<file path="config.mk">
export PLATFORM = sky130hd
export DESIGN_NAME = fpu_rsp_rob
export DESIGN_NICKNAME = d
export VERILOG_FILES = /design/src/rtl/fpu_rsp_rob.sv
export SDC_FILE = /design/constraint.sdc
export NUM_CORES = 2
export LEC_CHECK = 0
export CORE_MARGIN = 3
export CORE_UTILIZATION = 50
export CTS_BUF_LIST = sky130_fd_sc_hd__clkbuf_4
export DETAILED_ROUTE_END_ITERATION = 8
export PLACE_DENSITY = 0.68
export SYNTH_ARGS = -nofsm -noshare
export SYNTH_HDL_FRONTEND = slang
export SYNTH_SLANG_ARGS = --single-unit
</file>
<file path="constraint.sdc">
create_clock -name clk -period 13.8 [get_ports clk]
set_clock_uncertainty 0.05 [all_clocks]
set_input_delay 3.45 -clock clk [delete_from_list [all_inputs] [get_ports clk]]
set_output_delay 3.45 -clock clk [all_outputs]
set_load 0.01 [all_outputs]
</file>
<file path="src/rtl/fpu_rsp_rob.sv">
// ---------------------------------------------------------------------------
// fpu_rsp_rob
//   Request tag allocator and response reorder buffer for one FPU block, with
//   per-warp fflags accumulation. It sits between the block's execute
//   handshake and its commit path.
//   IN_ORDER=1 : tags are handed out round-robin. Results are parked in their
//                slots and commit strictly in allocation order, one cycle or
//                more after they return.
//   IN_ORDER=0 : tags are the lowest free slot. Results pass straight through
//                to commit with zero latency. Only the request metadata is
//                stored.
//
// Ports
//   clk, reset_n            clock, asynchronous active-low reset
//   req_*                   execute request handshake; req_tag is the slot granted
//   exe_*                   FPU core result return, addressed by exe_tag
//   cmt_*                   commit handshake carrying metadata and result
//   csr_we/csr_wid/csr_fflags  fflags CSR write, one strobe per eop commit
//   count/full/empty        occupancy
// ---------------------------------------------------------------------------
module fpu_rsp_rob #(
    parameter int SIZE      = 8,
    parameter int NUM_LANES = 4,
    parameter int META_W    = 64,
    parameter int NUM_WARPS = 4,
    parameter int IN_ORDER  = 1,
    localparam int TAG_WIDTH = $clog2(SIZE),
    localparam int NW_BITS   = (NUM_WARPS > 1) ? $clog2(NUM_WARPS) : 1,
    localparam int RESULT_W  = NUM_LANES * 32
) (
    input  logic                 clk,
    input  logic                 reset_n,
    input  logic                 req_valid,
    output logic                 req_ready,
    input  logic [META_W-1:0]    req_meta,
    input  logic [NW_BITS-1:0]   req_wid,
    input  logic                 req_sop,
    input  logic                 req_eop,
    output logic [TAG_WIDTH-1:0] req_tag,
    input  logic                 exe_valid,
    output logic                 exe_ready,
    input  logic [TAG_WIDTH-1:0] exe_tag,
    input  logic [RESULT_W-1:0]  exe_result,
    input  logic                 exe_has_fflags,
    input  logic [4:0]           exe_fflags,
    output logic                 cmt_valid,
    input  logic                 cmt_ready,
    output logic [META_W-1:0]    cmt_meta,
    output logic [NW_BITS-1:0]   cmt_wid,
    output logic                 cmt_sop,
    output logic                 cmt_eop,
    output logic [RESULT_W-1:0]  cmt_result,
    output logic                 csr_we,
    output logic [NW_BITS-1:0]   csr_wid,
    output logic [4:0]           csr_fflags,
    output logic [TAG_WIDTH:0]   count,
    output logic                 full,
    output logic                 empty
);

    localparam bit ORDERED = (IN_ORDER != 0);

    // Per-slot storage
    logic [META_W-1:0]    r_meta   [SIZE];
    logic [NW_BITS-1:0]   r_wid    [SIZE];
    logic [RESULT_W-1:0]  r_result [SIZE];
    logic [4:0]           r_ff     [SIZE];
    logic [SIZE-1:0]      r_sop, r_eop, r_has;
    logic [SIZE-1:0]      r_busy, r_done;

    logic [TAG_WIDTH-1:0] r_head, r_tail;
    logic [TAG_WIDTH:0]   r_count;

    // Per-warp fflags accumulators
    logic [4:0]           r_acc_ff [NUM_WARPS];
    logic [NUM_WARPS-1:0] r_acc_has;

    logic [TAG_WIDTH-1:0] w_free_idx, w_alloc_tag, w_cmt_idx;
    logic                 w_full, w_req_fire, w_exe_fire, w_cmt_fire;
    logic                 w_cmt_has, w_acc_has;
    logic [4:0]           w_cmt_ff, w_acc_ff;

    // Lowest-index free slot. The scan runs from the top down, so the last hit wins.
    // NOTE: every always_comb output gets a default before any conditional
    // assignment. Otherwise a path that leaves it unassigned infers a latch.
    always_comb begin
        w_free_idx = '0;
        for (int i = SIZE - 1; i >= 0; i--) begin
            if (!r_busy[i]) w_free_idx = TAG_WIDTH'(i);
        end
    end

    assign w_full      = (r_count == (TAG_WIDTH + 1)'(SIZE));
    // While full, no request is accepted, even in a cycle where a commit frees a slot.
    assign req_ready   = ~w_full;
    assign w_alloc_tag = ORDERED ? r_tail : w_free_idx;
    assign req_tag     = w_alloc_tag;
    assign w_req_fire  = req_valid & req_ready;

    assign exe_ready   = ORDERED ? 1'b1 : cmt_ready;
    assign w_exe_fire  = exe_valid & exe_ready;

    // The commit source is the head slot when ordered, and the returning tag when pass-through.
    assign w_cmt_idx   = ORDERED ? r_head : exe_tag;
    assign cmt_valid   = ORDERED ? (r_busy[r_head] & r_done[r_head]) : exe_valid;
    assign cmt_meta    = r_meta[w_cmt_idx];
    assign cmt_wid     = r_wid[w_cmt_idx];
    assign cmt_sop     = r_sop[w_cmt_idx];
    assign cmt_eop     = r_eop[w_cmt_idx];
    assign cmt_result  = ORDERED ? r_result[r_head] : exe_result;
    assign w_cmt_has   = ORDERED ? r_has[r_head] : exe_has_fflags;
    assign w_cmt_ff    = ORDERED ? r_ff[r_head] : exe_fflags;
    assign w_cmt_fire  = cmt_valid & cmt_ready;

    // Fold this commit's flags into its warp. The CSR write happens on eop, and only if any packet carried flags.
    assign w_acc_ff    = r_acc_ff[cmt_wid] | (w_cmt_has ? w_cmt_ff : 5'd0);
    assign w_acc_has   = r_acc_has[cmt_wid] | w_cmt_has;
    assign csr_we      = w_cmt_fire & cmt_eop & w_acc_has;
    assign csr_wid     = cmt_wid;
    assign csr_fflags  = w_acc_ff;

    assign count       = r_count;
    assign full        = w_full;
    assign empty       = (r_count == '0);

    // Control state: slot flags, pointers, occupancy and accumulators.
    always_ff @(posedge clk or negedge reset_n) begin
        if (!reset_n) begin
            r_busy    <= '0;
            r_done    <= '0;
            r_head    <= '0;
            r_tail    <= '0;
            r_count   <= '0;
            r_acc_has <= '0;
            for (int w = 0; w < NUM_WARPS; w++) r_acc_ff[w] <= '0;
        end else begin
            // Free runs before alloc, so a slot freed and re-granted in the same cycle ends up busy.
            if (w_cmt_fire) begin
                r_busy[w_cmt_idx] <= 1'b0;
                r_done[w_cmt_idx] <= 1'b0;
                if (ORDERED) r_head <= r_head + TAG_WIDTH'(1);
                if (cmt_eop) begin
                    r_acc_ff[cmt_wid]  <= '0;
                    r_acc_has[cmt_wid] <= 1'b0;
                end else begin
                    r_acc_ff[cmt_wid]  <= w_acc_ff;
                    r_acc_has[cmt_wid] <= w_acc_has;
                end
            end
            if (ORDERED && w_exe_fire) r_done[exe_tag] <= 1'b1;
            if (w_req_fire) begin
                r_busy[w_alloc_tag] <= 1'b1;
                r_done[w_alloc_tag] <= 1'b0;
                if (ORDERED) r_tail <= r_tail + TAG_WIDTH'(1);
            end
            if (w_req_fire && !w_cmt_fire)      r_count <= r_count + (TAG_WIDTH + 1)'(1);
            else if (!w_req_fire && w_cmt_fire) r_count <= r_count - (TAG_WIDTH + 1)'(1);
        end
    end

    // NOTE: the slot payload is not reset. The busy/done flags alone say
    // whether a slot holds anything, and clearing wide RAM-like arrays on
    // reset would only cost routing.
    always_ff @(posedge clk) begin
        if (w_req_fire) begin
            r_meta[w_alloc_tag] <= req_meta;
            r_wid[w_alloc_tag]  <= req_wid;
            r_sop[w_alloc_tag]  <= req_sop;
            r_eop[w_alloc_tag]  <= req_eop;
        end
        if (ORDERED && w_exe_fire) begin
            r_result[exe_tag] <= exe_result;
            r_ff[exe_tag]     <= exe_fflags;
            r_has[exe_tag]    <= exe_has_fflags;
        end
    end

    // A stalled request must be held unchanged until it is accepted.
    a_req_hold : assert property (@(posedge clk) disable iff (!reset_n)
        (req_valid && !req_ready) |=>
        (req_valid && $stable(req_meta) && $stable(req_wid) && $stable(req_sop) && $stable(req_eop)));

    // A result may only return to an allocated slot that has not already returned.
    a_exe_slot : assert property (@(posedge clk) disable iff (!reset_n)
        w_exe_fire |-> (r_busy[exe_tag] && !r_done[exe_tag]));

endmodule

</file>
==> summary.txt <==
Run status
  – Status: finished clean

Cells and area
  – Post-layout instance area: between 70000 and 80000 sq um
  – Fillers: between 9k and 10k
  – Layout cells sized above 1: 0.2248
  – Fin nets: between 4k and 5k
  – Syn-to-layout area delta: 17.93%

Critical path
  – CP cell instances: and2_4 > buf_4 > buf_4 > a22oi_1 > o22ai_1 > clkdlybuf4s50_1
  – Top cell by count, worst path: buf_4
  – Worst flop-to-flop path startpoint: r_head[0]
  – Crit-path max cell delay: 0.92 ns
  – Critical path peak fanout: 67
  – Worst EP arrival: approximately 5.8 ns
  – RR Endpoint: count[3]
  – R2r setup slk: roughly 9 ns
  – CP delay by family, top: buffers and inverters
  – Crit path kind: reg2out
  – Slowest cell on crit path: buf_4
  – CP endpoint kind: primary output
  – FF-to-FF path depth: 15
  – Buf/Inv on CP: 3
  – Worst EP required: about 10 ns
  – Startpoint types: register

Synthesis
  – Synth Area in Compound Gates: 0.08994
  – #FFs+latches synth: between 1.5k and 2k
  – Synthesized netlist net count: 3919
  – Adder-cell share of the synthesized area: 0.001292
  – Synth Instances: approximately 3.7k
  – Mux contribution to synthesized area: 0.08591
  – Sequential area share after synthesis: 0.7785
  – Syn_area_per_cell: between 15 and 20 sq um
  – Number of synthesized flops with an enable pin: roughly 1.6k
  – Mapped Area: between 60000 and 70000 sq um
  – Largest family of logic cells by synthesized area: compound AO/OA/AOI/OAI gates
  – Post-synthesis simple-gate area fraction: 0.02646
  – Post-synth top flop: edfxtp_1
  – Unique masters post-synth: between 50 and 60
  – Xor/xnor share of the synthesized area: 0.001096
  – Post-synthesis async set-or-reset flop share: 0.03001
  – Number of synthesis warnings: 0

Global routing
  – Initial antenna violation count: 38
  – Grt ovf: 0
  – Vias in the first global route: about 38k
  – First-pass GRT wire length: ~240000 microns
  – Tot GR Track Use: 0.2499
  – Largest net degree at the start of global routing: 156

Timing
  – RSZ-0062 raised after global routing: false
  – Least-Margin Pin Slew: approximately 1.2 ns
  – Minimum clock period after layout: roughly 9.3 ns
  – Worst relative slew slack: 0.2240
  – Hold Fails Final Rpt: 0
  – Highest Clock Rate: 0.1075 GHz
  – Post-route clock period utilization: 0.6739
  – Final setup violation count: 0
  – Max-slew violations: 0
  – Setup_tns: 0 ns

Drt
  – Metal2 WL: 81800 microns
  – Top layer in use: met5
  – Drt drc: 0
  – Average wire per standard cell: between 20 and 30 microns
  – Initial DRT Pass Iterations: 8
  – DR WL met3: 13200 microns
  – DR iter-0 viols: between 3k and 4k
  – Total Routed Length: 166300 microns
  – Met1 WL: 67070 microns
  – Routed Antenna Nets: 0
  – Routed vias/inst: just under 6
  – DR vias: between 30k and 40k

Clock network
  – Clk root buf: clkbuf_4
  – Sinks on Clock Net: 1666
  – H-Tree Level Count: 5
  – Setup Fix Bufs, Post-CTS: 0
  – Total CTS buffers: 434
  – Clk_lat worst skew: approximately 1.2 ns
  – CTS Hold Bufs: 0
  – Worst-path clk slew: roughly 0.060 ns
  – Max clock buf depth: 4
  – Post-CTS sizing: 0
  – CTS tree: done

Worst hold path
  – Hold path endpoint: r_busy[6]
  – Worst hold path cell count: 1
  – HP Class: reg2reg
  – HP Start: r_busy[6]

Pwr
  – Worst IR drop on VDD: roughly 0.21 mV
  – Pleak: between 20 and 25 nW
  – Power Dens Cells: between 200 and 250 nW/um^2

Placed design
  – IO Port Bufs: between 400 and 500
  – Post-DP Area: 70060 sq um
  – Final Wtd Congestion: roughly 0.76
  – Post-DP HPWL: 86130 microns

Floorplanning
  – Die height: around 360 microns
  – DIE AREA: 132200 sq um
  – Io pins: around 430
  – Starting density of the core: 0.5066
  – Num rows: 130
  – Die width: roughly 360 microns
  – Core region area: roughly 130000 sq um

Job
  – Max_cap viols: 0
[layer usage]
metal  GRT usage  vias up
met5           0        -
met3     0.06833      296
met2      0.4085     1492
met4     0.09515       24
met1      0.3205    19250
li1            -    16540
[worst register-to-register path, stage by stage, from the launching register on]
cell	delay, ns
dfrtp_4	0.70
inv_8	0.53
buf_4	0.71
mux4_2	0.65
a21bo_1	0.26
nor2_1	0.16
buf_4	0.25
inv_1	0.18
ha_1	0.27
inv_1	0.12
ha_1	0.24
a21o_1	0.17
a21oi_1	0.17
xnor2_1	0.13
nor2_1	0.07
xor2_1	0.15
[synth_stat cells, types with 9 or more instances]
cell / instances / share of area
a211oi_1: 13 / 0.0015
a21o_1: 10 / 0.0012
a21oi_1: 183 / 0.014
a221o_1: 48 / 0.0075
a221oi_1: 135 / 0.018
a22oi_1: 116 / 0.014
buf_1: 29 / 0.0017
buf_2: 24 / 0.0019
clkbuf_1: 188 / 0.011
dfrtp_1: 50 / 0.020
edfxtp_1: 1616 / 0.76
inv_1: 17 / 0.0010
mux2_2: 268 / 0.047
mux2i_1: 218 / 0.034
mux4_2: 9 / 0.0032
nand2_1: 157 / 0.0092
nand2b_1: 10 / 0.00098
nor2_1: 209 / 0.012
nor3_1: 20 / 0.0016
o21ai_0: 151 / 0.012
o221ai_1: 81 / 0.011
o22ai_1: 76 / 0.0074
[where the power goes]
group	internal (mW)	switching [mW]
Combinational	2.29	3.34
Clock	2.19	1.88
Sequential	5.99	0.185
Total	10.5	5.40
[state kept, by name, indices dropped and copies added, names as in the netlist, 16 cells and up]
signal	cells
r_wid	16
r_acc_ff	20
r_meta	512
r_result	1024
r_ff	40
[layout by cell type, fill, tap and decap left out, types with 16 or more instances in the layout]
cell type        count
a221o_1             48
a221oi_1           135
mux2_2             268
clkdlybuf4s50_1    423
clkbuf_4           643
nor3_1              16
diode_2             30
clkinv_1            57
nand2_1            157
nor2_1             192
nor2_4              16
a21oi_1            183
mux2i_1            218
o21ai_0            151
o22ai_1             76
dfrtp_1             47
buf_4               66
o221ai_1            81
inv_1               16
edfxtp_1          1616
a22oi_1            116
[worst max path at each step]
stage	start	endpoint	slack [ns]	depth (start not counted)
after floorplan	exe_tag[1]	r_ff[0][0]	0.16	1
after global placement	cmt_ready	csr_we	5.13	6
after detailed placement	cmt_ready	csr_we	5.10	6
after CTS	r_head[1]	cmt_result[116]	4.31	6
after global routing	r_head[1]	cmt_result[116]	4.23	6
final	r_head[1]	cmt_result[116]	4.50	6
[through the flow]
| stage | setup slack (ns) | instances | util | power (mW) | hold WS [ns] |
|---|---|---|---|---|---|
| after floorplan | 0.1583 | 3703 | - | 9.331 | 0.3916 |
| after global placement | 5.127 | 5602 | 0.5551 | 11.87 | 0.4013 |
| after detailed placement | 5.096 | 5602 | 0.5551 | 11.91 | 0.4120 |
| after CTS | 4.312 | 6320 | 0.5968 | 16.02 | 0.4261 |
| after global routing | 4.233 | 6334 | 0.5970 | 16.66 | 0.4428 |
| final | 4.500 | 6350 | 0.5974 | 15.88 | 0.4258 |
[cell families after synthesis]
logic type / after synthesis
buf+inv: 267
other cells: 1
fa+ha+maj: 6
mux: 499
xor+xnor: 8
simple gates: 421
flops: 1666
compound gates: 835
[final cells by class]
cell class                 instances  area, sq um  share of cell area
sequential                      1666        49790              0.6603
clock buffer                     643         4827             0.06402
antenna                           30        75.07           0.0009957
multi-input combinational       1770        13250              0.1757
tap                             1650         2064             0.02738
timing repair buffer             497         4875             0.06465
inverter                          19        83.83            0.001112
clock inverter                    75        437.9            0.005808
Note: power is estimated with default switching activity, not from simulation.
